==> src/rtl/arith_pkg.sv <==
// Shared types for the serial arithmetic blocks: control FSM states.
package arith_pkg;

    typedef enum logic [1:0] {
        IDLE = 2'd0,
        RUN  = 2'd1,
        DONE = 2'd2
    } state_t;

endpackage

==> src/rtl/digit_adder.sv <==
// Combinational DIGIT-wide adder slice; also exposes the carry into its MSB
// so the caller can form the two's-complement overflow flag.
module digit_adder #(
    parameter int unsigned DIGIT = 4
) (
    input  logic [DIGIT-1:0] a,
    input  logic [DIGIT-1:0] b,
    input  logic             cin,
    output logic [DIGIT-1:0] sum,
    output logic             cout,
    output logic             c_msb
);

    logic [DIGIT:0] w_full;

    assign w_full = (DIGIT+1)'(a) + (DIGIT+1)'(b) + (DIGIT+1)'(cin);
    assign sum    = w_full[DIGIT-1:0];
    assign cout   = w_full[DIGIT];
    // Carry into the top bit falls out of sum = a ^ b ^ c at that position.
    assign c_msb  = w_full[DIGIT-1] ^ a[DIGIT-1] ^ b[DIGIT-1];

endmodule

==> src/rtl/digit_serial_addsub.sv <==
// Digit-serial two's-complement adder/subtractor: one DIGIT-bit slice per
// clock, LSB first, with valid/ready handshakes on both sides.
module digit_serial_addsub
    import arith_pkg::*;
#(
    parameter int unsigned WIDTH = 16,
    parameter int unsigned DIGIT = 4
) (
    input  logic             clk,
    input  logic             rst_n,
    input  logic             in_valid,
    output logic             in_ready,
    input  logic [WIDTH-1:0] a,
    input  logic [WIDTH-1:0] b,
    input  logic             cin,
    input  logic             sub,
    output logic             out_valid,
    input  logic             out_ready,
    output logic [WIDTH-1:0] sum,
    output logic             cout,
    output logic             ovf
);

    localparam int unsigned NUM_DIGITS = (DIGIT == 0) ? 1 : WIDTH / DIGIT;
    localparam int unsigned IDX_W      = $clog2(NUM_DIGITS + 1);

    generate
        if (DIGIT < 1 || WIDTH < DIGIT || (WIDTH % DIGIT) != 0) begin : g_bad_params
            $error("digit_serial_addsub: need WIDTH >= DIGIT >= 1 and WIDTH %% DIGIT == 0");
        end
    endgenerate

    state_t             r_state;
    logic [WIDTH-1:0]   r_a;
    logic [WIDTH-1:0]   r_b;
    logic [WIDTH-1:0]   r_sum;
    logic               r_carry;
    logic [IDX_W-1:0]   r_idx;
    logic               r_in_ready;
    logic               r_out_valid;
    logic               r_cout;
    logic               r_ovf;

    logic [DIGIT-1:0]   w_dsum;
    logic               w_dcout;
    logic               w_dc_msb;

    digit_adder #(
        .DIGIT (DIGIT)
    ) u_digit_adder (
        .a     (r_a[DIGIT-1:0]),
        .b     (r_b[DIGIT-1:0]),
        .cin   (r_carry),
        .sum   (w_dsum),
        .cout  (w_dcout),
        .c_msb (w_dc_msb)
    );

    // Subtraction is folded in at accept time: B and the carry are stored inverted.
    always_ff @(posedge clk or negedge rst_n) begin
        if (!rst_n) begin
            r_state     <= IDLE;
            r_a         <= '0;
            r_b         <= '0;
            r_sum       <= '0;
            r_carry     <= 1'b0;
            r_idx       <= '0;
            r_in_ready  <= 1'b1;
            r_out_valid <= 1'b0;
            r_cout      <= 1'b0;
            r_ovf       <= 1'b0;
        end else begin
            case (r_state)
                IDLE: begin
                    if (in_valid && r_in_ready) begin
                        r_a        <= a;
                        r_b        <= sub ? ~b : b;
                        r_carry    <= sub ? ~cin : cin;
                        r_idx      <= '0;
                        r_in_ready <= 1'b0;
                        r_state    <= RUN;
                    end
                end
                RUN: begin
                    r_a     <= r_a >> DIGIT;
                    r_b     <= r_b >> DIGIT;
                    r_sum   <= WIDTH'({w_dsum, r_sum} >> DIGIT);
                    r_carry <= w_dcout;
                    r_idx   <= r_idx + 1'b1;
                    if (r_idx == IDX_W'(NUM_DIGITS - 1)) begin
                        r_cout      <= w_dcout;
                        r_ovf       <= w_dcout ^ w_dc_msb;
                        r_out_valid <= 1'b1;
                        r_state     <= DONE;
                    end
                end
                DONE: begin
                    if (out_ready) begin
                        r_out_valid <= 1'b0;
                        r_in_ready  <= 1'b1;
                        r_state     <= IDLE;
                    end
                end
                default: begin
                    r_state <= IDLE;
                end
            endcase
        end
    end

    assign in_ready  = r_in_ready;
    assign out_valid = r_out_valid;
    assign sum       = r_sum;
    assign cout      = r_cout;
    assign ovf       = r_ovf;

endmodule

==> config.mk <==
export PLATFORM = sky130hd
export DESIGN_NAME = digit_serial_addsub
export DESIGN_NICKNAME = d
export VERILOG_FILES = /design/src/rtl/arith_pkg.sv /design/src/rtl/digit_adder.sv /design/src/rtl/digit_serial_addsub.sv
export SDC_FILE = /design/constraint.sdc
export NUM_CORES = 1
export LEC_CHECK = 0
export ABC_AREA = 1
export CORE_UTILIZATION = 33
export DETAILED_ROUTE_END_ITERATION = 10
export GPL_ROUTABILITY_DRIVEN = 0
export PLACE_DENSITY = 0.54
export SYNTH_ARGS = -nofsm -noshare
export SYNTH_HDL_FRONTEND = slang
export SYNTH_SLANG_ARGS = --single-unit
==> constraint.sdc <==
create_clock -name clk -period 1.83 [get_ports clk]
set_input_delay 0.549 -clock clk [delete_from_list [all_inputs] [get_ports clk]]
set_output_delay 0.549 -clock clk [all_outputs]
set_load 0.02 [all_outputs]
==> Word-level counts from Yosys, hierarchy flattened <==
Cells that the tools add are included.
{ "totals": {"mem_bits_ro": 0, "elab_cells": 54, "mem_count": 0, "latchBits": 0, "regBits": 58, "input_bits": 38, "ramBits": 0} }
{ "op_classes": {"n_eq_ne": 6, "shift": 0, "muxes": 20, "multipliers": 0, "bitwise": 5, "n_addsub": 3, "order_cmp": 0, "div_mod_pow": 0, "reduce_logical": 10} }
{ "ops": {"columns": ["op", "count"], "rows": [
  ["16-bit case mux with 2 select lines", 2],
  ["16-bit 2-to-1 mux", 3],
  ["16-bit NOT", 1],
  ["3-bit AND reduction", 3],
  ["1-bit 2-to-1 mux", 6],
  ["2-bit 2-to-1 mux", 3],
  ["2-bit != test (second input constant)", 3],
  ["1-bit case mux with 2 select lines", 3],
  ["2-bit case mux with 3 select lines", 1],
  ["3-bit case mux with 2 select lines", 1],
  ["2-bit nonzero test", 3],
  ["4-bit by 4-bit adder with 5-bit output", 1],
  ["5-bit by 1-bit adder with 5-bit output", 1],
  ["2-bit AND reduction", 2],
  ["3-bit by 1-bit adder with 3-bit output (second input constant)", 1],
  ["3-bit by 2-bit == test with 1-bit output (second input constant)", 1],
  ["3-bit 2-to-1 mux", 1],
  ["1-bit bitwise XOR", 3],
  ["2-bit by 1-bit == test with 1-bit output (second input constant)", 1],
  ["2-bit == test (second input constant)", 1],
  ["2-bit logical NOT", 1],
  ["1-bit logical AND", 1],
  ["1-bit NOT", 1]
]} }

==> Depth between registers and ports, before layout <==
Gate-level depths: netlist of the first run.
{ "logic_depth": {"word_depth": 5, "mapped_depth": 12, "depth_no_buf": 12} }

==> Hierarchy <==
A second synthesis of the first run with hierarchy kept.
{ "unflattened": {"hier_cells": 387, "area_unflattened_um2": 2989.1} }
{ "by_module_without_submodules": {"columns": ["module", "cells_each", "instances", "area_per_inst_um2"], "rows": [
  ["digit_serial_addsub", 356, 1, 2781.4],
  ["digit_adder", 31, 1, 207.7]
]} }

==> Worst setup path before layout of the first run <==
OpenSTA, ideal clock, no wires.
{ "synth_timing": {"path_type": "register to register", "startpoint": "reg r_a[0]", "endpoint": "reg r_ovf (netlist: ovf)", "required_ns": 1.713, "setup_ns": 0.117, "slack_ns": 0.225, "stages_incl_launch_ff": 13, "path_buffers": 0, "arrival_ns": 1.488, "period_less_slack_ns": 1.605, "path_cell_list": "dfrtp_1 inv_1 fa_1 inv_1 fa_1 nand3_1 nand2_1 nand2_1 nand2_1 inv_1 nand2_1 nand3_1 nand2_1"} }
{ "synth_via": {"elab_chain_cells": 5} }
{ "synth_rtl": {"columns": ["element", "line", "text"], "rows": [
  ["start: declaration", "digit_serial_addsub.sv:34", "logic [WIDTH-1:0] r_a;"],
  ["start signal: assignment", "digit_serial_addsub.sv:85", "r_a <= r_a >> DIGIT;"],
  ["4-bit by 4-bit adder with 5-bit output *", "digit_adder.sv:16", "assign w_full = (DIGIT+1)'(a) + (DIGIT+1)'(b) + (DIGIT+1)'(cin);"],
  ["5-bit by 1-bit adder with 5-bit output *", "digit_adder.sv:16", null],
  ["1-bit bitwise XOR (2 in a row)", "digit_adder.sv:20", "assign c_msb = w_full[DIGIT-1] ^ a[DIGIT-1] ^ b[DIGIT-1];"],
  ["1-bit bitwise XOR *", "digit_serial_addsub.sv:92", "r_ovf <= w_dcout ^ w_dc_msb;"],
  ["end signal: assignment", "digit_serial_addsub.sv:92", null],
  ["end: declaration", "digit_serial_addsub.sv:42", "logic r_ovf;"]
]} }
Mark *: on every way between the ends. The rest lies on a longest branch, timed or not.
A chain may end at the register's enable or synchronous reset.

==> Worst setup path in the final report of the first run <==
{ "layout_timing": {"startpoint": "reg r_in_ready (netlist: in_ready)", "endpoint": "out in_ready"} }
{ "layout_rtl": {"columns": ["element", "line", "text"], "rows": [
  ["start: declaration", "digit_serial_addsub.sv:39", "logic r_in_ready;"],
  ["start signal: assignment", "digit_serial_addsub.sv:68", "r_in_ready <= 1'b1;"],
  ["start signal: assignment", "digit_serial_addsub.sv:80", "r_in_ready <= 1'b0;"],
  ["start signal: assignment", "digit_serial_addsub.sv:100", "r_in_ready <= 1'b1;"],
  ["end: declaration", "digit_serial_addsub.sv:12", "output logic in_ready,"]
]} }
No word-level cell between the ends.

==> metrics.md, run 1 <==
| Metric | Value |
|---|---|
| Setup TNS Final | `0 ns` |
| Final Max Slew Viols | `0` |
| Finish-stage setup viols | `0` |
| Die height | `93.31 microns` |
| Starting Density | `34.88%` |
| Cells after Synth | `294` |
| Die area | `8707 sq um` |
| Worst path bufs/invs | `1` |
| First-pass GRT wire length | `9666 microns` |
| Vias in the first global route | `2093` |
| Syn-to-layout area delta | `31.74%` |
| Synthesized Nets | `339` |
| Crit end category | `output port` |
| Maximum vdd drop | `0.0004800 V` |
| CP startpoint kind | `flop` |
| Multi-input logic area | `1100 sq um` |
| Register area | `1453 sq um` |
| Clock latency on the worst-skew pair | `0.33 ns` |
| Final Hold Viols | `0` |
| Fmax | `0.5707 GHz` |
| Max_slew headroom | `69.16%` |
| DRT iter0 DRCs | `71` |
| PD cells | `1667 nW/um^2` |
| DRC violations left | `0` |
| Final hold slack | `0.2131 ns` |
| Layout cells sized above 1 | `11.85%` |
| Nets | `403` |
| Synth Warn # | `0` |
| Class of the worst hold path | `input pin to async pin` |
| CORE AREA | `7888 sq um` |
| Drt pass-1 iters | `4` |
| Critical path's top delay family | `flip-flops` |
| Synth area leaders | `dfrtp_1 (52%), nand2_1 (9.7%), xnor2_1 (5.4%)` |
| Filler Cells Inserted | `772` |
| DPL Wire Length | `3723 microns` |
| Tmin final | `1.752 ns` |
| GRT overflow | `0` |
| Row count | `32` |
| Total GRT Usage | `14.48%` |
| CP Class | `flop to output port` |
| Utilization after layout | `45.95%` |
| Clock root buffer | `clkbuf_8` |
| Synth top cells by count | `nand2_1 (71), dfrtp_1 (57), inv_1 (23)` |
| Antenna-violating nets left | `0` |
| Port Buf Inserts | `57` |
| RSZ-0062 raised after global routing | `no` |
| Vias/cell | `4.581` |
| Placed inst area | `3447 sq um` |
| Max Cap Viol | `0` |
| CP max FO | `3` |
| H-tree levels | `3` |
| CP max stage cell | `dfstp_2` |
| CP peak stage delay | `0.54 ns` |
| Cts bufs inserted | `9` |
| Synth Cell Area | `2751 sq um` |
| Slew @ Worst Pin | `0.4619 ns` |
| Total number of vias | `2130` |
| CTS tree | `yes` |
| Req. time, crit path | `1.28 ns` |
| Final period util | `95.76%` |
| Post-synth EDFFs | `0` |
| Library cells used by synthesis | `27` |
| Post-Syn Area per Cell | `9.358 sq um` |
| Sequential fraction of the synthesis area | `52.80%` |
| Die boundary width | `93.31 microns` |
| ANT cells | `0` |
| Total routed wirelength | `5549 microns` |
| Worst Skew | `0.002900 ns` |
| Synth Flop Type | `dfrtp_1` |
| Area leader, netlist | `dfrtp_1` |
| Reg clk slew, reported paths | `0.06 ns` |
| Crit-path cells | `dlygate4sd2_1` |
| CTS Buffer Depth | `2` |
| Initial antenna violation count | `0` |
| Run status | `finished clean` |
| DR WL/cell | `11.93 microns` |
| Finished Cell Area | `3625 sq um` |
| CP Data Arrival Time | `1.20 ns` |
| Asr flop ratio synth | `100.0%` |
| FF+latch count, synth | `58` |
| Area share of the largest cell type after synthesis | `51.84%` |
| Leakage power | `0.001685 uW` |
| IO Pins | `58` |
| Cell with the most instances after synthesis | `nand2_1` |
| Clock sink total | `58` |
| Largest net degree at the start of global routing | `59` |
-- worst paths after layout --
kind / from / to / slack, ns / depth (start not counted)
worst min register to register: sum[3]$_DFFE_PN0P_ / sum[3]$_DFFE_PN0P_ / 0.47 / 2
worst max register to register: r_a[0]$_DFFE_PN0P_ / ovf$_DFFE_PN0P_ / 0.14 / 11
worst max-delay path: in_ready$_DFFE_PN1P_ / in_ready / 0.08 / 1
min in group clk: sum[3]$_DFFE_PN0P_ / sum[3]$_DFFE_PN0P_ / 0.47 / 2
worst min-delay path: rst_n / out_valid$_DFFE_PN0P_ / 0.21 / 2
max in group asynchronous: rst_n / in_ready$_DFFE_PN1P_ / 1.32 / 2
-- state kept, by name, summed over array words and instances (netlist names) --
signal     cells
r_idx          3
r_a           16
ovf            1
out_valid      1
cout           1
r_b           16
r_carry        1
r_state        2
sum           16
in_ready       1
-- cell usage in the layout (no fill, tap or decap), drive strengths merged --
cell type / count
a211oi: 6
a21oi: 4
a22o: 1
buf: 13
clkbuf: 14
clkdlybuf4s50: 36
clkinv: 2
dfrtp: 57
dfstp: 1
dlygate4sd2: 20
fa: 2
ha: 5
inv: 25
nand2: 73
nand3: 11
nor2: 20
nor3: 18
nor3b: 1
o211ai: 9
o21ai: 21
o221ai: 4
o22ai: 2
o31ai: 1
xnor2: 17
-- cell type report --
class / count / share of cell area, %
inverters: 25 / 2.589
flip-flops and latches: 58 / 40.08
clock buffers: 14 / 4.764
clock inverters: 2 / 0.2761
repair buffers: 69 / 18.43
well taps: 102 / 3.521
multi-input cells: 195 / 30.34
-- cells by family (layout without fill, tap and decap cells) --
logic type	count (synthesis)	in the layout	share of synthesized area, %
buffers and inverters	41	110	7.412
DFF	58	58	52.80
and+or+nand+nor	123	123	18.78
xor gates and xnor gates	17	17	5.411
adders and majority gates	7	7	3.729
AOI/OAI and AO/OA	48	48	11.87
-- what timing repair did --
action / 4_1_cts / 5_1_grt
setup endpoints to repair: 20 / 1
pin swaps: 0 / 3
gates resized for setup: 20 / 5
hold buffers: 0 / 0
buffers inserted: 0 / 2
-- where the power goes --
group	total, uW	internal (uW)	switching (uW)
Sequential	2180	1870	302
Combinational	2790	1140	1660
Clock	1070	599	473
-- through the flow --
stage / power, uW / cells / worst slack, ns
after floorplan: 4170 / 294 / 0.2247
after detailed placement: 5088 / 447 / 0.01456
after global routing: 6610 / 465 / 0.008551
final: 6043 / 465 / 0.07763
after CTS: 6049 / 463 / 0.05406
after global placement: 5044 / 447 / 0.03030
-- layer usage --
layer / vias to the layer above / wire length [microns] / global-route usage, %
met3: 7 / 334 / 5.203
met2: 57 / 2478 / 23.65
met4: 0 / 43 / 3.462
met5: - / 0 / 0
met1: 975 / 2693 / 18.30
li1: 1091 / - / -
No activity file was read; power rests on OpenSTA's default activity.
==> run 2: changes to the inputs <==
Settings changed: ABC_CLOCK_PERIOD_IN_PS from default to 1830.
==> results of run 2 <==
The final DEF is identical to that of run 1; final timing and power are the same.
